**src/rtl/mem_xfer_pkg.sv**
```systemverilog
// Shared definitions for the memory transfer engine: state encoding, mode values
// and default RAM geometry.
package mem_xfer_pkg;

  localparam int AW_DEF = 6;
  localparam int DW_DEF = 8;
  localparam int LW_DEF = 7;

  localparam logic MODE_COPY = 1'b0;
  localparam logic MODE_FILL = 1'b1;

  typedef enum logic [2:0] {
    IDLE    = 3'd0,
    COPY_RD = 3'd1,
    COPY_WR = 3'd2,
    FILL_WR = 3'd3,
    DONE    = 3'd4
  } xfer_state_e;

endpackage

```
**src/rtl/mem_xfer_addr_ctr.sv**
```systemverilog
// Wrapping AW-bit address pointer with load and increment. Exposes the value the
// pointer will hold after the next edge so the caller can register it as an address.
module mem_xfer_addr_ctr
  import mem_xfer_pkg::*;
#(
  parameter int AW = AW_DEF
) (
  input  logic          clk,
  input  logic          reset,
  input  logic          load,
  input  logic          inc,
  input  logic [AW-1:0] load_val,
  output logic [AW-1:0] ptr_nxt
);

  logic [AW-1:0] ptr;

  always_comb begin
    ptr_nxt = ptr;
    if (load)
      ptr_nxt = load_val;
    else if (inc)
      ptr_nxt = ptr + 1'b1;
  end

  always_ff @(posedge clk or posedge reset) begin
    if (reset)
      ptr <= '0;
    else
      ptr <= ptr_nxt;
  end

endmodule

```
**src/rtl/mem_xfer_engine.sv**
```systemverilog
// Block COPY/FILL sequencer driving the 64x8 synchronous RAM port.
// Optional running byte checksum output enabled by `define XFER_CHECKSUM_EN.
//
// state   | meaning
// IDLE    | waiting for start; len=0 start pulses done without leaving IDLE
// COPY_RD | present src address, RAM read in flight
// COPY_WR | write read byte to dst, advance src/dst, count down
// FILL_WR | write latched fill value to dst, advance dst, count down
// DONE    | one-cycle done pulse, then IDLE
module mem_xfer_engine
  import mem_xfer_pkg::*;
#(
  parameter int AW = AW_DEF,
  parameter int DW = DW_DEF,
  parameter int LW = LW_DEF
) (
  input  logic          clk,
  input  logic          reset,
  input  logic          start,
  input  logic          mode,
  input  logic [AW-1:0] src_addr,
  input  logic [AW-1:0] dst_addr,
  input  logic [LW-1:0] len,
  input  logic [DW-1:0] fill_val,
  output logic          busy,
  output logic          done,
  output logic          mem_wr,
  output logic [AW-1:0] mem_addr,
  output logic [DW-1:0] mem_din,
  input  logic [DW-1:0] mem_dout
`ifdef XFER_CHECKSUM_EN
  ,
  output logic [DW-1:0] csum
`endif
);

  localparam logic [LW-1:0] LEN_MAX = LW'(2**AW);

  xfer_state_e   state, state_nxt;
  logic [LW-1:0] cnt, cnt_nxt;
  logic [DW-1:0] din_q, din_nxt;
  logic [AW-1:0] addr_nxt, src_nxt, dst_nxt;
  logic          busy_nxt, done_nxt, wr_nxt;
  logic          accept, src_inc, dst_inc;
  logic [LW-1:0] len_clamp;

  assign len_clamp = (len > LEN_MAX) ? LEN_MAX : len;
  assign accept    = (state == IDLE) && start && (len != '0);
  assign src_inc   = (state == COPY_WR);
  assign dst_inc   = (state == COPY_WR) || (state == FILL_WR);

  mem_xfer_addr_ctr #(.AW(AW)) u_src_ctr (
    .clk      (clk),
    .reset    (reset),
    .load     (accept),
    .inc      (src_inc),
    .load_val (src_addr),
    .ptr_nxt  (src_nxt)
  );

  mem_xfer_addr_ctr #(.AW(AW)) u_dst_ctr (
    .clk      (clk),
    .reset    (reset),
    .load     (accept),
    .inc      (dst_inc),
    .load_val (dst_addr),
    .ptr_nxt  (dst_nxt)
  );

  always_comb begin
    state_nxt = state;
    cnt_nxt   = cnt;
    din_nxt   = din_q;
    done_nxt  = 1'b0;
    case (state)
      IDLE: begin
        if (start) begin
          if (len == '0) begin
            done_nxt = 1'b1;
          end else begin
            cnt_nxt   = len_clamp;
            state_nxt = (mode == MODE_FILL) ? FILL_WR : COPY_RD;
            if (mode == MODE_FILL)
              din_nxt = fill_val;
          end
        end
      end
      COPY_RD: state_nxt = COPY_WR;
      COPY_WR: begin
        cnt_nxt   = cnt - 1'b1;
        state_nxt = (cnt == LW'(1)) ? DONE : COPY_RD;
      end
      FILL_WR: begin
        cnt_nxt   = cnt - 1'b1;
        state_nxt = (cnt == LW'(1)) ? DONE : FILL_WR;
      end
      DONE:    state_nxt = IDLE;
      default: state_nxt = IDLE;
    endcase
    if (state_nxt == DONE)
      done_nxt = 1'b1;
  end

  // Outputs are registered from the next state so they line up with the state register.
  always_comb begin
    busy_nxt = (state_nxt == COPY_RD) || (state_nxt == COPY_WR) || (state_nxt == FILL_WR);
    wr_nxt   = (state_nxt == COPY_WR) || (state_nxt == FILL_WR);
    addr_nxt = mem_addr;
    case (state_nxt)
      COPY_RD:          addr_nxt = src_nxt;
      COPY_WR, FILL_WR: addr_nxt = dst_nxt;
      default:          addr_nxt = mem_addr;
    endcase
  end

  always_ff @(posedge clk or posedge reset) begin
    if (reset) begin
      state    <= IDLE;
      cnt      <= '0;
      din_q    <= '0;
      busy     <= 1'b0;
      done     <= 1'b0;
      mem_wr   <= 1'b0;
      mem_addr <= '0;
    end else begin
      state    <= state_nxt;
      cnt      <= cnt_nxt;
      din_q    <= din_nxt;
      busy     <= busy_nxt;
      done     <= done_nxt;
      mem_wr   <= wr_nxt;
      mem_addr <= addr_nxt;
    end
  end

  // Copy data bypasses the register: the RAM's read data arrives in the write cycle itself.
  assign mem_din = (state == COPY_WR) ? mem_dout : din_q;

`ifdef XFER_CHECKSUM_EN
  always_ff @(posedge clk or posedge reset) begin
    if (reset)
      csum <= '0;
    else if ((state == IDLE) && start)
      csum <= '0;
    else if (mem_wr)
      csum <= csum + mem_din;
  end
`endif

endmodule

```
**config.mk**
```make
export PLATFORM = sky130hd
export DESIGN_NAME = mem_xfer_engine
export DESIGN_NICKNAME = d
export VERILOG_FILES = /design/src/rtl/mem_xfer_pkg.sv /design/src/rtl/mem_xfer_addr_ctr.sv /design/src/rtl/mem_xfer_engine.sv
export SDC_FILE = /design/constraint.sdc
export NUM_CORES = 1
export LEC_CHECK = 0
export BUFFER_PORTS_ARGS = -buffer_cell sky130_fd_sc_hd__clkbuf_2
export CAP_MARGIN = 20
export CORE_MARGIN = 2
export CORE_UTILIZATION = 30
export CTS_CLUSTER_SIZE = 30
export DETAILED_ROUTE_END_ITERATION = 10
export PLACE_DENSITY = 0.58
export SYNTH_ARGS = -nofsm -noshare
export SYNTH_HDL_FRONTEND = slang
export SYNTH_HIERARCHICAL = 1
export SYNTH_SLANG_ARGS = --single-unit
```
**constraint.sdc**
```tcl
create_clock -name clk -period 2.7 [get_ports clk]
set_input_delay 0.405 -clock clk [delete_from_list [all_inputs] [get_ports clk]]
set_output_delay 0.405 -clock clk [all_outputs]
set_load 0.1 [all_outputs]
```
**Yosys cells after proc, flatten, opt, wreduce, memory -nomap -nowiden**

Cells that the tools add are included.

- Flip-flop bits (word level): 39
- Bits of input ports: 39
- Word-level logic and storage cells: 59

- Add/subtract/negate cells: 3
- $lt $le $gt $ge: 1
- Equal/unequal tests: 10
- Mux-type cells: 20
- Bitwise logic cells: 1
- Reductions and logical operators: 15

Operators by type and width:

| operator | count |
|---|---|
| $mux 6 | 4 |
| $mux 7 | 3 |
| $pmux 7 s2 | 1 |
| $add 6x1->6 const B | 2 |
| $eq 3x2->1 const B | 4 |
| $mux 3 | 4 |
| $pmux 3 s4 | 1 |
| $pmux 6 s2 | 1 |
| $mux 8 | 1 |
| $eq 7x1->1 const B | 1 |
| $gt 7x7->1 const B | 1 |
| $logic_not 7->1 | 1 |
| $reduce_bool 7->1 | 1 |
| $sub 7x1->7 const B | 1 |
| $eq 3x1->1 const B | 2 |
| $logic_or 1x1->1 | 4 |
| $mux 1 | 4 |
| $ne 2x2->1 const B | 2 |
| $reduce_and 4->1 | 1 |
| $reduce_bool 2->1 | 2 |
| $reduce_or 2->1 | 2 |
| $eq 3x3->1 const B | 1 |
| $logic_not 3->1 | 1 |
| $reduce_and 3->1 | 1 |
| other kinds (3) | 4 |

**Longest topological paths before layout**

Gate-level depths: netlist of the first run.

- Depth in word-level cells: 7
- Gate-level depth with buffers: 9

**Cells and area by module**

Netlist of the first run, hierarchy kept.

Modules (own cells, without submodules):

| module | instances | cells each | area each (sq um) | seq. area each (sq um) |
|---|---|---|---|---|
| mem_xfer_engine | 1 | 131 | 1400.1 | 675.6 |
| mem_xfer_addr_ctr | 2 | 33 | 310.3 | 150.1 |

**Worst setup path before layout of the first run**

OpenSTA, ideal clock, no wires.

- Path type: flip-flop to flip-flop
- Start point: reg state[2]
- End point: reg mem_addr[5]
- Setup time: 0.078 ns
- Arrival: 2.185 ns
- Required time: 2.622 ns
- Slack: 0.437 ns
- Cell stages (with the launch flop): 8
- Path buffers: 0
- Period minus slack after synthesis: 2.263 ns
- Cell sequence: dfrtp_1 -> nand2b_1 -> nor2_1 -> nand4_2 -> or3_1 -> a31oi_1 -> mux2i_1 -> a21oi_1

- Elaborated cells between the ends (all ways): 20
- Classes of those cells: 6 x eq/ne; 8 x mux; 6 x reduce/logical

RTL lines:

| item | line | text |
|---|---|---|
| start, declared | mem_xfer_engine.sv:39 | `xfer_state_e state, state_nxt;` |
| start signal, assigned | mem_xfer_engine.sv:126 | `state <= state_nxt;` |
| $eq 3x2->1 | mem_xfer_engine.sv:49 | `assign src_inc = (state == COPY_WR);` |
| via src_inc | mem_xfer_engine.sv:44 | `logic accept, src_inc, dst_inc;` |
| $mux 6 | mem_xfer_addr_ctr.sv:22 | `else if (inc)` |
| $mux 6 | mem_xfer_addr_ctr.sv:20 | `if (load)` |
| via src_nxt[5] | mem_xfer_engine.sv:42 | `logic [AW-1:0] addr_nxt, src_nxt, dst_nxt;` |
| $pmux 6 s2 | mem_xfer_engine.sv:109 | `case (state_nxt)` |
| end signal, assigned | mem_xfer_engine.sv:132 | `mem_addr <= addr_nxt;` |
| end, declared | mem_xfer_engine.sv:28 | `output logic [AW-1:0] mem_addr,` |

The timed path passes the listed nets, and every way through them passes these cells.
A chain may end at the register's enable or synchronous reset.

**Final worst setup path of the first run**

- Start point: reg state[0]
- End point: reg mem_addr[5]

- Elaborated cells between the ends (all ways): 20
- Classes of those cells: 6 x eq/ne; 8 x mux; 6 x reduce/logical

RTL lines:

| item | line | text |
|---|---|---|
| $logic_not 3->1 | mem_xfer_engine.sv:48 | `assign accept = (state == IDLE) && start && (len != '0);` |
| $logic_and 1x1->1 (2 in series) | mem_xfer_engine.sv:48 |  |
| via accept | mem_xfer_engine.sv:44 |  |
| $mux 6 | mem_xfer_addr_ctr.sv:20 |  |
| via src_nxt[5] | mem_xfer_engine.sv:42 |  |
| $pmux 6 s2 | mem_xfer_engine.sv:109 |  |

The timed path passes the listed nets, and every way through them passes these cells.

==> results.json, run 1 <==
{
  "status": "finished, final reports clean",
  "r2r_slack_ns": 0.41,
  "avgRoutedWirePerCell_um": 14.0,
  "drc": 0,
  "worstReg2RegEnd": "mem_addr[5]",
  "synth_edf_count": 0,
  "yosysWarnings": 6,
  "async_flop_share_pct": 100,
  "min-delay-path-class": "input port to register",
  "dr.first_iter.drc_count": 52,
  "vias_per_cell": 4.97,
  "fin_crit_sh_pct": 84.8,
  "area_delta_synth_final_pct": 30.7,
  "reg2reg_depth": 7,
  "routed-wl-met2_mm": 2.30,
  "grt_antenna_before_repair": 0,
  "nFillCells": 629,
  "die_w_um": 86.1,
  "crit_arrival_ns": 2.51,
  "grt_pass1_vias": 1700,
  "max-cap-violations": 0,
  "fin_crit_ns": 2.29,
  "syn_inst": 197,
  "dpl.hpwl_mm": 3.67,
  "die_y_um": 86.1,
  "synth_ff_type": "dfrtp_1",
  "drive_gt1_share_pct": 35.1,
  "ff_latch_area_um2": 976,
  "port_buffers": 55,
  "cp-startpoint": "state[0]",
  "vias": 1701,
  "detail-route-antenna-nets": 0,
  "core_area_mm2": 0.00642,
  "startpoint_type": "register",
  "rr_startpoint": "state[0]",
  "slew_headroom_pct": 61.0,
  "grt_usage_pct": 13.9,
  "n_antenna_cell": 0,
  "wl_met1_mm": 2.06,
  "final_nets": 307,
  "tightestPinTransition_ns": 0.584,
  "holdWs_ns": 0.341,
  "end_kind": "register",
  "grt_max_degree": 26,
  "multi_input_area_um2": 955,
  "crit_path_end": "mem_addr[5]",
  "rsz0062_at_grt": "false",
  "crit_type": "register to register",
  "start_util_pct": 31.5,
  "worstPathRequired_ns": 2.92,
  "ys_seq_elements": 39,
  "cts_num_sinks": 39,
  "dpl.cell_count": 333,
  "cts_root_buffer": "clkbuf_8",
  "setup_viol": 0,
  "ios": 56,
  "fin_skew_ns": 0.00502,
  "routed_wl_mm": 4.79,
  "cp_max_fo": 22,
  "hold_viol_final": 0,
  "cts_buffers": 5,
  "overflow": 0,
  "slew_violations": 0,
  "rows": 29,
  "cts_buffer_depth": 2,
  "finish.utilization_pct": 41.1,
  "fmax_mhz": 437,
  "wl_met3_um": 367,
  "fin_tns_setup_ns": 0,
  "mostFrequentLayoutCell": "clkbuf_2",
  "detailedRoute.firstPassIterationCount": 4,
  "synth_cell_types": 40,
  "grt_pass1_wl_mm": 8.00,
  "insertion_delay_ns": 0.29,
  "yosysSeqAreaShare_pct": 48.3,
  "syn-mean-instance-area_um2": 10.3,
  "top_layer_used": "met4",
  "die-area_mm2": 0.00741,
  "syn_area_mm2": 0.00202,
  "synth_fp_nets": 240,
  "final_cell_mix": "47 x clkbuf_2, 39 x dfrtp_1, 18 x nand2_1",
  "path_clk_slew_ns": 0.08,
  "gp_congestion": 0.818,
  "cts_tree": "built",
  "htree_levels": 2,
  "stdcell_count": 342
}
[worst max-delay path, cell delays in order (launching register included)]
cell and delay (ns):
dfrtp_1 0.42, or4b_4 0.57, a31o_1 0.22, inv_1 0.44, inv_1 0.12, a31oi_1 0.21, mux2i_1 0.10, a21oi_1 0.14
[synth_stat cells, drive strengths merged, types with 2 or more instances]
cell,number,area [um^2]
buf,3,30.0
mux2i,8,80.1
nand2b,2,12.5
a41oi,3,26.3
nor2,17,63.8
nand3,6,30.0
a211oi,2,15.0
xor2,6,52.6
a31oi,4,31.3
dfrtp,39,976
clkbuf,3,11.3
nand4,4,37.5
ha,4,50.1
inv,12,45.0
xnor2,2,17.5
nand2,18,67.6
or3,2,12.5
nor4,2,18.8
mux2,16,180
o21ai,14,70.1
a21oi,15,75.1
[flip-flops by register name, summed over array words and instances, names as in the netlist]
| name | flops |
|---|---|
| u_src_ctr/ptr | 6 |
| mem_addr | 6 |
| cnt | 7 |
| u_dst_ctr/ptr | 6 |
| done | 1 |
| din_q | 8 |
| state | 3 |
| mem_wr | 1 |
| busy | 1 |
[final cells by class]
type | instances | share of cell area [%]
sequential | 39 | 36.9
multi-input combinational | 139 | 36.1
timing repair buffer | 66 | 18.2
tap | 77 | 3.65
clock buffer | 6 | 2.75
inverter | 13 | 1.85
clock inverter | 2 | 0.474
[routing by layer]
metal / GRT usage (%) / vias to the layer above
met2: 22.2 / 59
met1: 17.7 / 804
met3: 4.04 / 4
met4: 5.48 / 0
met5: 0 / -
li1: - / 834
[through the flow]
step / area, um^2 / setup slack (ns)
detailed placement: 2550 / 0.392
floorplan: 2020 / 0.437
CTS: 2640 / 0.388
global placement: 2550 / 0.422
global route: 2640 / 0.213
finish: 2640 / 0.412
[kinds of logic after synthesis]
| group | synth area share (%) |
|---|---|
| buf+inv | 4.46 |
| flops | 48.3 |
| mux | 12.9 |
| compound gates | 14.0 |
| simple gates | 14.4 |
| xor+xnor | 3.47 |
| fa+ha+maj | 2.48 |
[timing repair]
item,CTS,global route
setup buffers,0,0
endpoints found under the setup margin,0,0
hold buffers,1,0
hold endpoints to repair,2,0
gates resized for setup,0,0
[worst min-delay path by stage]
stage	start	endpoint	slack, ns	cells after the start
2_1_floorplan	reset	u_dst_ctr/ptr[0]	0.20	1
3_3_place_gp	reset	mem_addr[3]	0.28	2
3_5_place_dp	reset	mem_addr[3]	0.28	2
4_1_cts	fill_val[2]	din_q[2]	0.33	2
5_1_grt	fill_val[3]	din_q[3]	0.32	2
6_report	fill_val[2]	din_q[2]	0.34	2
Power of run 1 is not shown: default switching activity piles up to over one toggle a cycle in this logic, so the estimate is an artifact.
==> run 2: changes to the inputs <==
--- a/config.mk
+++ b/config.mk
@@ -11,7 +11,7 @@
 export CORE_UTILIZATION = 30
 export CTS_CLUSTER_SIZE = 30
 export DETAILED_ROUTE_END_ITERATION = 10
-export PLACE_DENSITY = 0.58
+export PLACE_DENSITY = 0.6
 export SYNTH_ARGS = -nofsm -noshare
 export SYNTH_HDL_FRONTEND = slang
 export SYNTH_HIERARCHICAL = 1
==> constraint.sdc (replaced) <==
create_clock -name clk -period 1.9 [get_ports clk]
set_input_delay 0.285 -clock clk [delete_from_list [all_inputs] [get_ports clk]]
set_output_delay 0.285 -clock clk [all_outputs]
set_load 0.1 [all_outputs]
==> results.json, run 2 (same netlist as run 1, synthesis figures left out) <==
{
  "powerDensity_mw_per_mm2": 2010,
  "dpl.hpwl_mm": 3.69,
  "cp_max_fo": 8,
  "detailedRoute.firstPassIterationCount": 5,
  "leakage_nw": 1.49,
  "grt_pass1_wl_mm": 8.76,
  "design_area_mm2": 0.00328,
  "area_delta_synth_final_pct": 62.5,
  "path_buf_inv": 4,
  "slew_headroom_pct": 63.3,
  "largest_reg_flops": 8,
  "fin_crit_ns": 2.08,
  "final_cell_mix": "47 x clkbuf_2, 39 x dfrtp_1, 32 x buf_4",
  "start_util_pct": 31.5,
  "die_w_um": 86.1,
  "cts_root_buffer": "clkbuf_8",
  "cts_num_sinks": 39,
  "die-area_mm2": 0.00741,
  "fin_ws_ns": -0.179,
  "p_total_mw": 6.61,
  "vias": 1875,
  "fin_skew_ns": 0.00935,
  "top_regs": "din_q: 8 flops, cnt: 7 flops",
  "crit_arrival_ns": 1.79,
  "vias_per_cell": 4.95,
  "final_nets": 345,
  "ir_worst_vdd_v": 0.00142,
  "critPathSlowestCell": "dfrtp_1",
  "slew_violations": 0,
  "dr.first_iter.drc_count": 99,
  "fmax_mhz": 481,
  "grt_antenna_before_repair": 0,
  "rows": 29,
  "top_register": "din_q",
  "end_kind": "output pin",
  "grt_pass1_vias": 1881,
  "path_clk_slew_ns": 0.08,
  "worstPathRequired_ns": 1.62,
  "max-cap-violations": 0,
  "port_buffers": 55,
  "setup_viol": 21,
  "gp_congestion": 0.838,
  "min-delay-path-class": "input port to register",
  "crit_type": "register to output pin",
  "hold_end": "u_src_ctr/ptr[4]",
  "cp.depth": 7,
  "overflow": 0,
  "htree_levels": 2,
  "routed_wl_mm": 5.45,
  "status": "complete, but fails checks",
  "tightestPinTransition_ns": 0.553,
  "cts_buffer_depth": 2,
  "worstReg2RegEnd": "mem_addr[4]",
  "detail-route-antenna-nets": 0,
  "drive_gt1_share_pct": 52.3,
  "rsz0062_at_grt": "true",
  "grt_max_degree": 19,
  "cts_tree": "built",
  "startpoint_type": "register",
  "die_y_um": 86.1,
  "hold_start": "src_addr[4]",
  "grt_usage_pct": 15.0,
  "holdPathStages": 3,
  "dpl.cell_count": 351,
  "mostFrequentLayoutCell": "clkbuf_2",
  "ios": 56,
  "core_area_mm2": 0.00642,
  "fin_crit_sh_pct": 109,
  "critPathMaxStageDelay_ns": 0.39,
  "stdcell_count": 379,
  "hold_viol_final": 0,
  "insertion_delay_ns": 0.29,
  "worstPathCellList": "buf_6 > nand2b_4 > buf_6 > nor2_4 > buf_12 > mux2_4 > buf_12",
  "placed_area_mm2": 0.00273,
  "reg2reg_depth": 10,
  "r2r_slack_ns": -0.10,
  "avgRoutedWirePerCell_um": 14.4,
  "drc": 0,
  "failed_checks": "setup timing",
  "dp_slack_ns": -0.308,
  "cts_buffers": 5,
  "rr_startpoint": "state[2]",
  "n_antenna_cell": 0,
  "critical-path-top-delay-family": "buffers and inverters"
}
## run 2: cell types whose count changed in the layout (fill, tap and decap cells not counted), moves of 3 or more
cell      delta
o21ai_2      +6
clkinv_8     +4
buf_12       +5
o21ai_0     -12
mux2_4       +8
nor2_4       +3
nor2_1       -4
mux2_2       -8
inv_1        -3
buf_6        +6
o21ai_1      +6
buf_4       +22
## run 2: layer usage
layer / share of wire (%) / track usage (%) / up-vias / wire length, um
met1: 44 / 19.4 / 911 / 2410
li1: - / - / 909 / -
met4: 0.59 / 3.03 / 0 / 32
met2: 50 / 25.1 / 50 / 2740
met3: 5.0 / 4.43 / 5 / 273
met5: 0 / 0 / - / 0
## run 2: layout make-up
| class | count | area (um^2) |
|---|---|---|
| sequential | 39 | 976 |
| fill | 581 | 3140 |
| timing repair buffer | 101 | 843 |
| inverter | 13 | 66.3 |
| timing repair inverter | 3 | 48.8 |
| multi-input combinational | 139 | 1150 |
| clock inverter | 1 | 30.0 |
| clock buffer | 6 | 72.6 |
| tap | 77 | 96.3 |
## run 2: metrics by stage
stage | util [%] | hold slack, ns | setup TNS [ns]
2_1_floorplan | - | 0.0760 | 0
3_3_place_gp | 42.5 | 0.231 | -1.61
3_5_place_dp | 42.5 | 0.225 | -2.18
4_1_cts | 46.3 | 0.220 | -1.59
5_1_grt | 51.1 | 0.207 | -4.12
6_report | 51.1 | 0.212 | -2.25
## run 2: worst max-delay path by stage
| stage | startpoint | endpoint | slack (ns) |
|---|---|---|---|
| 6_report | state[2] | mem_din[5] | -0.18 |
| 5_1_grt | state[2] | mem_din[5] | -0.26 |
| 4_1_cts | state[2] | mem_din[5] | -0.20 |
| 3_5_place_dp | len[1] | mem_addr[3] | -0.31 |
| 3_3_place_gp | len[1] | mem_addr[4] | -0.25 |
| 2_1_floorplan | state[2] | mem_addr[4] | 0.01 |
## run 2: what timing repair did
action,CTS,global route
setup endpoints to repair,16,22
resized for setup,22,57
setup buffers,5,12
hold buffers,1,0
gates cloned,2,1
endpoints found under the hold margin,21,0
pin swaps,6,12
## run 2: worst reg2reg max path, delay by kind of cell (launching register included)
kind,cells,cell delay (ns)
flops,1,0.39
simple gates,2,0.54
compound gates,3,0.45
mux,1,0.08
buf+inv,4,0.47
## run 2: where the power goes
group / total, mW / internal (mW) / switching (mW)
registers: 1.52 / 1.23 / 0.284
logic: 4.43 / 1.76 / 2.67
clock network: 0.667 / 0.385 / 0.282
total: 6.61 / 3.38 / 3.23
Note: power is estimated with default switching activity, not from simulation.
==> run 3: changes to the inputs <==
--- a/config.mk
+++ b/config.mk
@@ -5,14 +5,13 @@
 export SDC_FILE = /design/constraint.sdc
 export NUM_CORES = 1
 export LEC_CHECK = 0
-export BUFFER_PORTS_ARGS = -buffer_cell sky130_fd_sc_hd__clkbuf_2
+export BUFFER_PORTS_ARGS = -buffer_cell sky130_fd_sc_hd__buf_4
 export CAP_MARGIN = 20
 export CORE_MARGIN = 2
 export CORE_UTILIZATION = 30
 export CTS_CLUSTER_SIZE = 30
 export DETAILED_ROUTE_END_ITERATION = 10
-export PLACE_DENSITY = 0.6
+export PLACE_DENSITY = 0.59
 export SYNTH_ARGS = -nofsm -noshare
 export SYNTH_HDL_FRONTEND = slang
-export SYNTH_HIERARCHICAL = 1
 export SYNTH_SLANG_ARGS = --single-unit
==> results.json, run 3 <==
{
  "gp_congestion": 0.810,
  "ios": 56,
  "detail-route-antenna-nets": 0,
  "cts_num_sinks": 39,
  "hold_viol_final": 0,
  "avgRoutedWirePerCell_um": 14.8,
  "cp_max_fo": 8,
  "final_nets": 333,
  "routed_wl_mm": 5.50,
  "synth.area.top_cells": "dfrtp_1 47%, mux2_2 12%, nand2_1 3.4%, xor2_1 2.5%, ha_1 2.4%",
  "crit_type": "register to output pin",
  "fin_ws_ns": -0.117,
  "yosys.area.top_type": "dfrtp_1",
  "n_antenna_cell": 0,
  "stdcell_count": 371,
  "fin_crit_sh_pct": 106,
  "final_cell_mix": "76 x buf_4, 39 x dfrtp_1, 15 x mux2_2",
  "cts_buffers": 5,
  "die_w_um": 87.5,
  "fmax_mhz": 496,
  "powerDensity_mw_per_mm2": 1890,
  "rsz0062_at_grt": "true",
  "mostFrequentLayoutCell": "buf_4",
  "dr.first_iter.drc_count": 43,
  "detailedRoute.firstPassIterationCount": 4,
  "worstPathCellList": "buf_6 > nor3b_4 > buf_6 > mux2_4 > buf_12",
  "start_util_pct": 31.0,
  "async_flop_share_pct": 100,
  "htree_levels": 2,
  "drc": 0,
  "port_buffers": 55,
  "ir_worst_vdd_v": 0.00126,
  "synth_common_cells": "39 x dfrtp_1, 23 x mux2_2, 19 x nand2_1",
  "insertion_delay_ns": 0.30,
  "ys_seq_elements": 39,
  "worstPathRequired_ns": 1.62,
  "fin_skew_ns": 0.0118,
  "setup_viol": 15,
  "dpl.cell_count": 348,
  "yosysWarnings": 0,
  "synth_edf_count": 0,
  "finish.utilization_pct": 48.7,
  "startpoint_type": "register",
  "overflow": 0,
  "critPathMaxStageDelay_ns": 0.40,
  "slew_violations": 0,
  "die-area_mm2": 0.00766,
  "syn_area_mm2": 0.00209,
  "grt_antenna_before_repair": 0,
  "die_y_um": 87.5,
  "design_area_mm2": 0.00329,
  "grt_pass1_wl_mm": 8.87,
  "cts_tree": "built",
  "synthMostInstantiatedCell": "dfrtp_1",
  "max-cap-violations": 0,
  "top_register": "din_q",
  "min-delay-path-class": "input port to asynchronous set/reset pin",
  "synth_cell_types": 44,
  "largest_reg_flops": 8,
  "crit_arrival_ns": 1.73,
  "area_delta_synth_final_pct": 57.3,
  "syn_inst": 197,
  "end_kind": "output pin",
  "rows": 30,
  "drive_gt1_share_pct": 52.2,
  "grt_usage_pct": 15.2,
  "status": "complete, but fails checks",
  "core_area_mm2": 0.00676,
  "synth_top_area_share_pct": 46.6,
  "synth_ff_type": "dfrtp_1",
  "cts_root_buffer": "clkbuf_8",
  "path_clk_slew_ns": 0.09,
  "fin_crit_ns": 2.02,
  "grt_pass1_vias": 1830,
  "p_total_mw": 6.23,
  "vias_per_cell": 4.93,
  "placed_area_mm2": 0.00277,
  "tightestPinTransition_ns": 0.507,
  "critPathMostFrequentCell": "buf_6",
  "nFillCells": 639,
  "synth_fp_nets": 240,
  "grt_max_degree": 40,
  "critPathSlowestCell": "dfrtp_1",
  "leakage_nw": 1.50,
  "failed_checks": "setup timing",
  "dp_slack_ns": -0.171,
  "top_regs": "din_q: 8 flops, cnt: 7 flops",
  "dpl.hpwl_mm": 3.85,
  "syn-mean-instance-area_um2": 10.6,
  "cts_buffer_depth": 2,
  "hold_buffers": 0,
  "slew_headroom_pct": 66.2,
  "vias": 1830,
  "yosysSeqAreaShare_pct": 46.6
}
[run 3: path summary, 6_finish.rpt]
path | slack, ns | endpoint | depth (start not counted) | startpoint
min in group clk | 0.20 | u_src_ctr.ptr[3] | 2 | src_addr[3]
worst min register to register | 0.51 | din_q[1] | 1 | din_q[1]
worst max register to register | -0.11 | mem_addr[0] | 6 | cnt[1]
max in group asynchronous | 1.44 | mem_addr[0] | 3 | reset
worst max-delay path | -0.12 | mem_din[5] | 5 | state[2]
worst min-delay path | 0.10 | din_q[4] | 3 | reset
[run 3: what timing repair did]
action                     4_1_cts  5_1_grt
pin swaps                        4       11
gates cloned                     1        0
buffers inserted                 8        6
gates resized for setup         50       23
setup endpoints to repair       18       23
[run 3: cells by family (layout without fill, tap and decap cells)]
kind of cell    count (synthesis)  in the layout  synth area share, %
compound gates                 43             44                 14.5
xor+xnor                       11             11                 4.60
fa+ha+maj                       4              4                 2.39
buf+inv                        18            111                 3.83
flops                          39             39                 46.6
mux                            24             24                 13.1
simple gates                   58             58                 15.0
[run 3: critical path: cells and delay by family (launching register included)]
kind | cells | cell delay (ns)
flops | 1 | 0.40
mux | 1 | 0.33
simple gates | 1 | 0.21
buf+inv | 3 | 0.50
[run 3: where the power goes]
part           internal, mW  total (mW)  leakage, nW  switching (mW)
sequential             1.22        1.55        0.453           0.327
clock                 0.396       0.732       0.0548           0.336
combinational          1.66        3.95        0.991            2.29
[run 3: final cells by class]
cell class                 count  area, um^2  area share, %
clock buffer                   5        68.8           2.09
multi-input combinational    141        1220           36.9
clock inverter                 3        46.3           1.41
tap                           80         100           3.04
sequential                    39         976           29.6
timing repair buffer          94         852           25.9
inverter                       9        33.8           1.03
[run 3: routing by layer]
layer / wire [um] / vias up / GRT usage, %
met1: 2430 / 881 / 18.8
met3: 279 / 8 / 4.43
met5: 0 / - / 0
met4: 90 / 0 / 5.03
met2: 2700 / 44 / 25.6
li1: - / 897 / -
[run 3: stage by stage]
step | hold WS (ns) | setup TNS, ns
2_1_floorplan | 0.402 | -0.417
3_3_place_gp | 0.456 | -0.757
3_5_place_dp | 0.457 | -0.953
4_1_cts | 0.127 | -1.11
5_1_grt | 0.131 | -2.38
6_report | 0.103 | -1.23
